**config.mk**
```make
export PLATFORM = sky130hd
export DESIGN_NAME = serial_adder
export DESIGN_NICKNAME = d
export VERILOG_FILES = /design/src/rtl/serial_adder_pkg.sv /design/src/rtl/full_adder.sv /design/src/rtl/serial_adder.sv
export SDC_FILE = /design/constraint.sdc
export NUM_CORES = 1
export LEC_CHECK = 0
export BUFFER_PORTS_ARGS = -buffer_cell sky130_fd_sc_hd__clkbuf_2
export CAP_MARGIN = 10
export CELL_PAD_IN_SITES_DETAIL_PLACEMENT = 0
export CELL_PAD_IN_SITES_GLOBAL_PLACEMENT = 1
export CORE_ASPECT_RATIO = 1.75
export CORE_MARGIN = 10
export CORE_UTILIZATION = 30
export CTS_BUF_LIST = sky130_fd_sc_hd__clkbuf_4 sky130_fd_sc_hd__clkbuf_8
export DETAILED_ROUTE_END_ITERATION = 7
export PLACE_DENSITY_LB_ADDON = 0.1
export SYNTH_ARGS = -nofsm -noshare
export SYNTH_HDL_FRONTEND = slang
export SYNTH_SLANG_ARGS = --single-unit
```
**constraint.sdc**
```tcl
create_clock -name clk -period 4.2 [get_ports clk]
set_input_delay 0.42 -clock clk [delete_from_list [all_inputs] [get_ports clk]]
set_output_delay 0.42 -clock clk [all_outputs]
set_load 0.01 [all_outputs]
```
**src/rtl/serial_adder_pkg.sv**
```systemverilog
// Shared types and elaboration helpers for the multi-cycle serial adder/subtractor.
package serial_adder_pkg;

   typedef enum logic [1:0] {
      IDLE = 2'd0,
      RUN  = 2'd1,
      DONE = 2'd2
   } state_t;

   function automatic int calc_steps(input int width, input int bpc);
      return width / bpc;
   endfunction

   // Counter must be able to hold STEPS itself (the settle cycle after the last slice).
   function automatic int calc_cnt_width(input int steps);
      return $clog2(steps + 1);
   endfunction

endpackage

```
**src/rtl/full_adder.sv**
```systemverilog
// One-bit full adder cell used to build the per-cycle ripple slice.
module full_adder (
   input  logic i_a,
   input  logic i_b,
   input  logic i_c,
   output logic o_s,
   output logic o_c
);

   assign o_s = i_a ^ i_b ^ i_c;
   assign o_c = (i_a & i_b) | (i_a & i_c) | (i_b & i_c);

endmodule

```
**src/rtl/serial_adder.sv**
```systemverilog
// Multi-cycle adder/subtractor resolving BITS_PER_CYCLE bits per clock through a registered carry.
// state | meaning
// IDLE  | ready for operands
// RUN   | resolving slices, then one settle cycle when the counter reaches STEPS
// DONE  | result held until out_ready
module serial_adder
   import serial_adder_pkg::*;
#(
   parameter int WIDTH          = 8,
   parameter int BITS_PER_CYCLE = 1
) (
   input  logic             clk,
   input  logic             rst,
   input  logic             in_valid,
   output logic             in_ready,
   input  logic [WIDTH-1:0] a,
   input  logic [WIDTH-1:0] b,
   input  logic             cin,
   input  logic             sub,
   output logic             out_valid,
   input  logic             out_ready,
   output logic [WIDTH-1:0] sum,
   output logic             cout,
   output logic             overflow
);

   localparam int BPC   = BITS_PER_CYCLE;
   localparam int STEPS = calc_steps(WIDTH, BITS_PER_CYCLE);
   localparam int CNT_W = calc_cnt_width(STEPS);

   if (WIDTH < 2 || BITS_PER_CYCLE < 1 || (WIDTH % BITS_PER_CYCLE) != 0) begin : g_bad_param
      $error("serial_adder: WIDTH must be >= 2 and divisible by BITS_PER_CYCLE");
   end

   state_t             r_state;
   state_t             w_state_nxt;
   logic [WIDTH-1:0]   r_a_sh;
   logic [WIDTH-1:0]   r_b_sh;
   logic [WIDTH-1:0]   r_sum;
   logic               r_carry;
   logic               r_cout;
   logic               r_ovf;
   logic [CNT_W-1:0]   r_cnt;
   logic               w_accept;
   logic               w_step;
   logic               w_last;
   logic [BPC-1:0]     w_s;
   logic [BPC:0]       w_c;
   logic [WIDTH-1:0]   w_sum_nxt;

   assign w_accept = (r_state == IDLE) && in_valid;
   assign w_step   = (r_state == RUN) && (r_cnt != CNT_W'(STEPS));
   assign w_last   = w_step && (r_cnt == CNT_W'(STEPS - 1));

   assign w_c[0] = r_carry;
   for (genvar i = 0; i < BPC; i++) begin : g_fa
      full_adder u_fa (
         .i_a (r_a_sh[i]),
         .i_b (r_b_sh[i]),
         .i_c (w_c[i]),
         .o_s (w_s[i]),
         .o_c (w_c[i+1])
      );
   end

   // Result slices enter from the MSB side so the LSB slice ends up at bit 0.
   if (BPC == WIDTH) begin : g_sum_full
      assign w_sum_nxt = w_s;
   end else begin : g_sum_shift
      assign w_sum_nxt = {w_s, r_sum[WIDTH-1:BPC]};
   end

   always_ff @(posedge clk) begin
      if (rst) begin
         r_state <= IDLE;
      end else begin
         r_state <= w_state_nxt;
      end
   end

   always_comb begin
      w_state_nxt = r_state;
      unique case (r_state)
         IDLE:    if (in_valid) w_state_nxt = RUN;
         RUN:     if (r_cnt == CNT_W'(STEPS)) w_state_nxt = DONE;
         DONE:    if (out_ready) w_state_nxt = IDLE;
         default: w_state_nxt = IDLE;
      endcase
   end

   always_comb begin
      in_ready  = 1'b0;
      out_valid = 1'b0;
      unique case (r_state)
         IDLE:    in_ready  = 1'b1;
         RUN:     ;
         DONE:    out_valid = 1'b1;
         default: ;
      endcase
   end

   always_ff @(posedge clk) begin
      if (rst) begin
         r_a_sh  <= '0;
         r_b_sh  <= '0;
         r_sum   <= '0;
         r_carry <= 1'b0;
         r_cout  <= 1'b0;
         r_ovf   <= 1'b0;
         r_cnt   <= '0;
      end else if (w_accept) begin
         r_a_sh  <= a;
         r_b_sh  <= b ^ {WIDTH{sub}};
         r_carry <= sub ? 1'b1 : cin;
         r_cnt   <= '0;
      end else if (w_step) begin
         r_a_sh  <= r_a_sh >> BPC;
         r_b_sh  <= r_b_sh >> BPC;
         r_sum   <= w_sum_nxt;
         r_carry <= w_c[BPC];
         r_cnt   <= r_cnt + CNT_W'(1);
         if (w_last) begin
            r_cout <= w_c[BPC];
            r_ovf  <= w_c[BPC] ^ w_c[BPC-1];
         end
      end
   end

   assign sum      = r_sum;
   assign cout     = r_cout;
   assign overflow = r_ovf;

endmodule

```
# Word level (Yosys, flattened, before mapping)

Cells that the tools add are included.

Add/sub/neg operators: 1
Eq/ne operators: 8
Reduce and logical (&&, ||, !) cells: 9
Bitwise gates (word level): 10
Muxes and demuxes: 13

Operators with widths:

| kind                  | count |
|---|---|
| $mux W8               | 4 |
| $xor A8 B8 Y8         | 1 |
| $mux W2               | 3 |
| $pmux W2 S3           | 1 |
| $reduce_and A3 Y1     | 2 |
| $mux W1               | 5 |
| $add A4 B1 Y4 const B | 1 |
| $eq A4 B3 Y1 const B  | 1 |
| $eq A4 B4 Y1 const B  | 1 |
| $ne A2 B2 Y1 const B  | 2 |
| $ne A4 B4 Y1 const B  | 1 |
| $and A1 B1 Y1         | 3 |
| $logic_and A1 B1 Y1   | 3 |
| $xor A1 B1 Y1         | 3 |
| $eq A2 B1 Y1 const B  | 1 |
| $eq A2 B2 Y1 const B  | 1 |
| $logic_not A2 Y1      | 1 |
| $ne A2 B1 Y1 const B  | 1 |
| $or A1 B1 Y1          | 2 |
| $reduce_and A2 Y1     | 1 |
| $reduce_bool A2 Y1    | 1 |
| $reduce_or A2 Y1      | 1 |
| $not A1 Y1            | 1 |

Logic and storage cells: 49
Input port bits: 22
Register bits: 33

# Longest topological paths before layout

Depth after elaboration: 5
Depth in mapped cells: 6
Gate-level depth less buffers: 5

# Hierarchy

Synthesis repeated with hierarchy kept, for this count alone.

Cell total of the unflattened synthesis: 189
Area total of the unflattened synthesis: 1716.6 µm²

By module, submodules not included:

| module       | area each (µm²) | seq. area each (µm²) | cells an instance | times used |
|---|---|---|---|---|
| serial_adder | 1696.6          | 660.6                | 188               | 1 |
| full_adder   | 20.0            | 0.0                  | 1                 | 1 |

# Least setup slack after synthesis

OpenSTA, ideal clock, no wires.

Path type: flip-flop to flip-flop
Start: reg r_cnt[0]
End: reg r_cnt[2]
Slack: 2706 ps
Data arrival time: 1424 ps
Data required time: 4130 ps
Stages on the path, launching flop included: 7
Cell sequence: dfxtp_1 -> inv_1 -> ha_1 -> and3b_1 -> buf_6 -> or4_1 -> a21oi_1

Cells in the longest elaborated chain, start to end: 2
Elaborated cells on any way between the ends: 3
Those cells by class: add/sub: 1; eq/ne: 1; reduce/logical: 1

RTL lines:

| what                                                                  | line                | text |
|---|---|---|
| start: declaration                                                    | serial_adder.sv:43  | `logic [CNT_W-1:0] r_cnt;` |
| start signal: assignment                                              | serial_adder.sv:121 | `r_cnt <= r_cnt + CNT_W'(1);` |
| parallel branches: the longest is 2 deep, another holds $add A4 B1 Y4 | n/a                 |  |

Parallel ways; which one is timed is not known.
A chain may end at the register's enable or synchronous reset.

# Worst setup path in the final report

Start: reg r_state[0]
End: reg r_b_sh[2]

Cells in the longest elaborated chain, start to end: 3
Elaborated cells on any way between the ends: 6
Those cells by class: eq/ne: 1; mux: 1; reduce/logical: 4

RTL lines:

| what                                                           | line                                   | text |
|---|---|---|
| start: declaration                                             | serial_adder.sv:35                     | `state_t r_state;` |
| start signal: assignment                                       | serial_adder.sv:77                     | `r_state <= w_state_nxt;` |
| $eq A2 B1 Y1 / $logic_not A2 Y1 (equally long branches)        | serial_adder.sv:52, serial_adder.sv:51 |  |
| $logic_and A1 B1 Y1, on equally long branches                  | serial_adder.sv:52, serial_adder.sv:51 |  |
| $reduce_bool A2 Y1 (no line) / $mux W8 (equally long branches) | n/a                                    |  |
| end signal: assignment                                         | serial_adder.sv:113                    | `r_b_sh <= b ^ {WIDTH{sub}};` |
| end signal: assignment                                         | serial_adder.sv:118                    | `r_b_sh <= r_b_sh >> BPC;` |
| end: declaration                                               | serial_adder.sv:38                     | `logic [WIDTH-1:0] r_b_sh;` |

Parallel ways exist; a longest one is shown, timed or not.

==> results.tsv <==
stage	metric	value	unit
timing	Hold Fails Final Rpt	0	
global_routing	initial antenna violation count	0	
worst_setup_path	r2r startpoint	r_state[0]	
clock_network	Hold-fix buffers, CTS	0	
drt	drt total wl	4580	µm
timing	Slew @ Worst Pin	1040	ps
die	Core Area	5300	µm²
drt	initial drt markers	133	
worst_setup_path	Crit Path Category	reg2reg	
timing	fmax	478	MHz
die	die area	8980	µm²
drt	post-route ant nets	0	
clock_network	CTS tree	done	
logic_synthesis	post-synthesis compound-gate area fraction	27.0	%
clock_network	TritonCTS Buffers	5	
logic_synthesis	Avg Cell Area, Syn	8.69	µm²
worst_setup_path	Worst path top cell family by delay	simple AND/OR/NAND/NOR gates	
place	routability congestion estimate	0.667	
worst_setup_path	Data required, critical path	4380	ps
place	Post-DP Area	1810	µm²
drt	WL per Instance	15.9	µm
final_layout	antenna cell count	0	
min_path	Min-Delay Endpoint	r_a_sh[7]	
place	HPWL Detailed	3030	µm
timing	final worst clock skew	3.95	ps
timing	Final setup viols	0	
logic_synthesis	Cell Area, Synth	1650	µm²
timing	RSZ-0062 raised after global routing	no	
clock_network	H-Tree Depth	2	
drt	drt pass-1 iters	4	
worst_setup_path	reg-to-reg setup timing slack	2110	ps
final_layout	Synth-to-Final Area Change	16.5	%
clock_network	Root Buffer	clkbuf_8	
global_routing	Tot GR Track Use	9.99	%
final_layout	fin util	36.3	%
logic_synthesis	xor and xnor area share after synthesis	4.78	%
final_layout	# fillers	569	
global_routing	first-pass GRT wire length	7470	µm
worst_setup_path	Worst setup EP type	flip-flop	
place	number of port buffers	33	
timing	worst hold slack	369	ps
worst_setup_path	critical path cell sequence	nor2b_1 > buf_4 > nand3_1 > a311oi_1	
die	I/O pins	34	
logic_synthesis	mux cell area share after synthesis	0	%
die	die height	118	µm
worst_setup_path	Startpoint Class	flip-flop	
worst_setup_path	worst reg2reg path endpoint	r_b_sh[2]	
logic_synthesis	synth warn	0	
final_layout	fin nets	238	
run	maxcap violations	0	
timing	Tmin final	2090	ps
clock_network	Worst-path clk slew	70	ps
global_routing	largest net degree at the start of global routing	34	
logic_synthesis	Simple-Gate Fraction of Synth Area	17.9	%
clock_network	CTS max path bufs	2	
power_and_ir_drop	Leakage	0.000697	µW
logic_synthesis	Adder-Cell Fraction of Synth Area	2.73	%
die	Initial Util	31.1	%
power_and_ir_drop	PD cells	370	nW/µm²
logic_synthesis	largest family of logic cells by synthesized area	compound AO/OA/AOI/OAI gates	
final_layout	layout cells sized above 1	24.8	%
worst_setup_path	worst path bufs/invs	1	
worst_setup_path	Crit Path Max Fanout	14	
clock_network	worst-skew pair later-pin latency	280	ps
drt	vias per inst	5.14	
die	Std-Cell Rows	35	
clock_network	post_cts resized	0	
global_routing	total gr overflow	0	
clock_network	CTS Sinks	33	
drt	Vias	1481	
outcome	outcome	complete, no violations	
timing	Slew headroom	30.2	%
clock_network	setup repair bufs after CTS	0	
die	die extent in x	76.1	µm
timing	final period utilization	49.9	%
worst_setup_path	CP arrival	2270	ps
logic_synthesis	post-synth cell types	31	
power_and_ir_drop	Peak supply drop	0.139	mV
worst_setup_path	max incr delay on CP	800	ps
min_path	hold path depth	3	
min_path	Hold WC Path Type	in2reg	
global_routing	vias in the first global route	1544	
logic_synthesis	sequential cell area fraction in the yosys report	40.0	%
timing	TNS Setup	0	ps
logic_synthesis	Mapped Cells	190	
logic_synthesis	syn_nets	215	
final_layout	post-route cell area	1920	µm²
timing	Slew Viols, Final	0	
logic_synthesis	#FFs+latches synth	33	
min_path	hold_sp	a[7]	
worst_setup_path	cells on worst reg2reg path	4	
power_and_ir_drop	total chip power	712	µW
worst_setup_path	Slowest-stage cell, CP	nor2b_1	
drt	DRC Markers	0	
## worst register-to-register path: stages, from the launching register on
cell and delay, ps:
dfxtp_1 420, nor2b_1 800, buf_4 350, nand3_1 100, a311oi_1 320
## metrics by stage
step / instances / setup WS, ps
after floorplan: 190 / 2710
after global placement: 279 / 2180
after detailed placement: 279 / 2080
after CTS: 287 / 2080
after global routing: 288 / 1890
final: 288 / 2110
## cells by family (layout without fill, tap and decap cells)
family	count (synthesis)	in the layout
buf+inv	23	47
xor+xnor	9	9
compound gates	64	64
simple gates	58	58
fa+ha+maj	3	3
flops	33	33
## worst max path at each step
stage,start,endpoint,slack (ps),cells after the start
detailed placement,r_state[0],r_b_sh[2],2080,4
finish,r_state[0],r_b_sh[2],2110,4
global route,r_state[0],r_b_sh[2],1890,4
CTS,r_state[0],r_b_sh[2],2080,4
floorplan,r_cnt[0],r_cnt[2],2710,6
global placement,in_valid,r_b_sh[6],2180,4
## cell type report
type	count	area, µm²	share of cell area (%)
Multi-Input combinational cell	134	865	45.0
Sequential cell	33	661	34.4
Timing Repair Buffer	35	188	9.77
Clock buffer	7	96.3	5.01
Tap cell	74	92.6	4.82
Inverter	4	15.0	0.781
Clock inverter	1	5.00	0.260
## cells in the mapped netlist
| cell | instances | share of area, % |
|---|---|---|
| dfxtp_1 | 33 | 40 |
| xnor2_1 | 1 | 0.53 |
| nor3_1 | 1 | 0.30 |
| nand3_1 | 27 | 8.2 |
| a21bo_2 | 1 | 0.61 |
| nand3b_1 | 1 | 0.46 |
| o31ai_1 | 1 | 0.46 |
| xor2_1 | 8 | 4.2 |
| nor2b_1 | 2 | 0.76 |
| a22oi_1 | 1 | 0.46 |
| nor3b_1 | 1 | 0.46 |
| a311oi_1 | 8 | 4.2 |
| fa_1 | 1 | 1.2 |
| and3b_1 | 1 | 0.53 |
| o21ai_0 | 26 | 7.9 |
| or3b_1 | 1 | 0.53 |
| nand2b_1 | 2 | 0.76 |
| and4bb_2 | 1 | 0.76 |
| nand2_1 | 2 | 0.46 |
| buf_2 | 7 | 2.1 |
| nor2_1 | 17 | 3.9 |
| or4_1 | 1 | 0.46 |
| ha_1 | 2 | 1.5 |
| buf_6 | 3 | 2.0 |
| or3_1 | 1 | 0.38 |
| buf_4 | 2 | 0.91 |
| a21oi_1 | 17 | 5.2 |
| a311oi_2 | 8 | 7.3 |
| clkbuf_1 | 7 | 1.6 |
| inv_1 | 4 | 0.91 |
| o211ai_1 | 2 | 0.91 |
## report_power, final
group / total [µW] / internal, µW / switching [µW]
registers: 343 / 331 / 12.1
clock network: 272 / 148 / 123
logic: 96.6 / 39.3 / 57.3
## routing by layer
layer / global-route usage [%] / wire length (µm) / up-vias
li1: - / - / 734
met1: 11.2 / 1970 / 704
met2: 17.2 / 2330 / 38
met3: 3.13 / 229 / 5
met4: 3.50 / 54 / 0
met5: 0 / 0 / -
## sequential cells by signal, indices dropped and copies added (netlist names)
name	cells
cout	1
overflow	1
r_a_sh	8
r_b_sh	8
r_carry	1
r_cnt	4
r_state	2
sum	8
## cells in the final DEF, fill, tap and decap left out, drive strengths merged
cell type,netlist,layout
clkbuf,7,40
dfxtp,33,33
nand3,27,27
o21ai,26,26
nor2,17,17
a21oi,17,17
a311oi,16,16
xor2,8,8
inv,4,4
nor2b,2,2
nand2b,2,2
o211ai,2,2
nand2,2,2
ha,2,2
buf,12,2
and4bb,1,1
xnor2,1,1
and3b,1,1
o31ai,1,1
or3,1,1
or3b,1,1
nand3b,1,1
nor3b,1,1
or4,1,1
a22oi,1,1
nor3,1,1
a21bo,1,1
fa,1,1
clkinv,0,1
No activity file was read; power rests on OpenSTA's default activity.
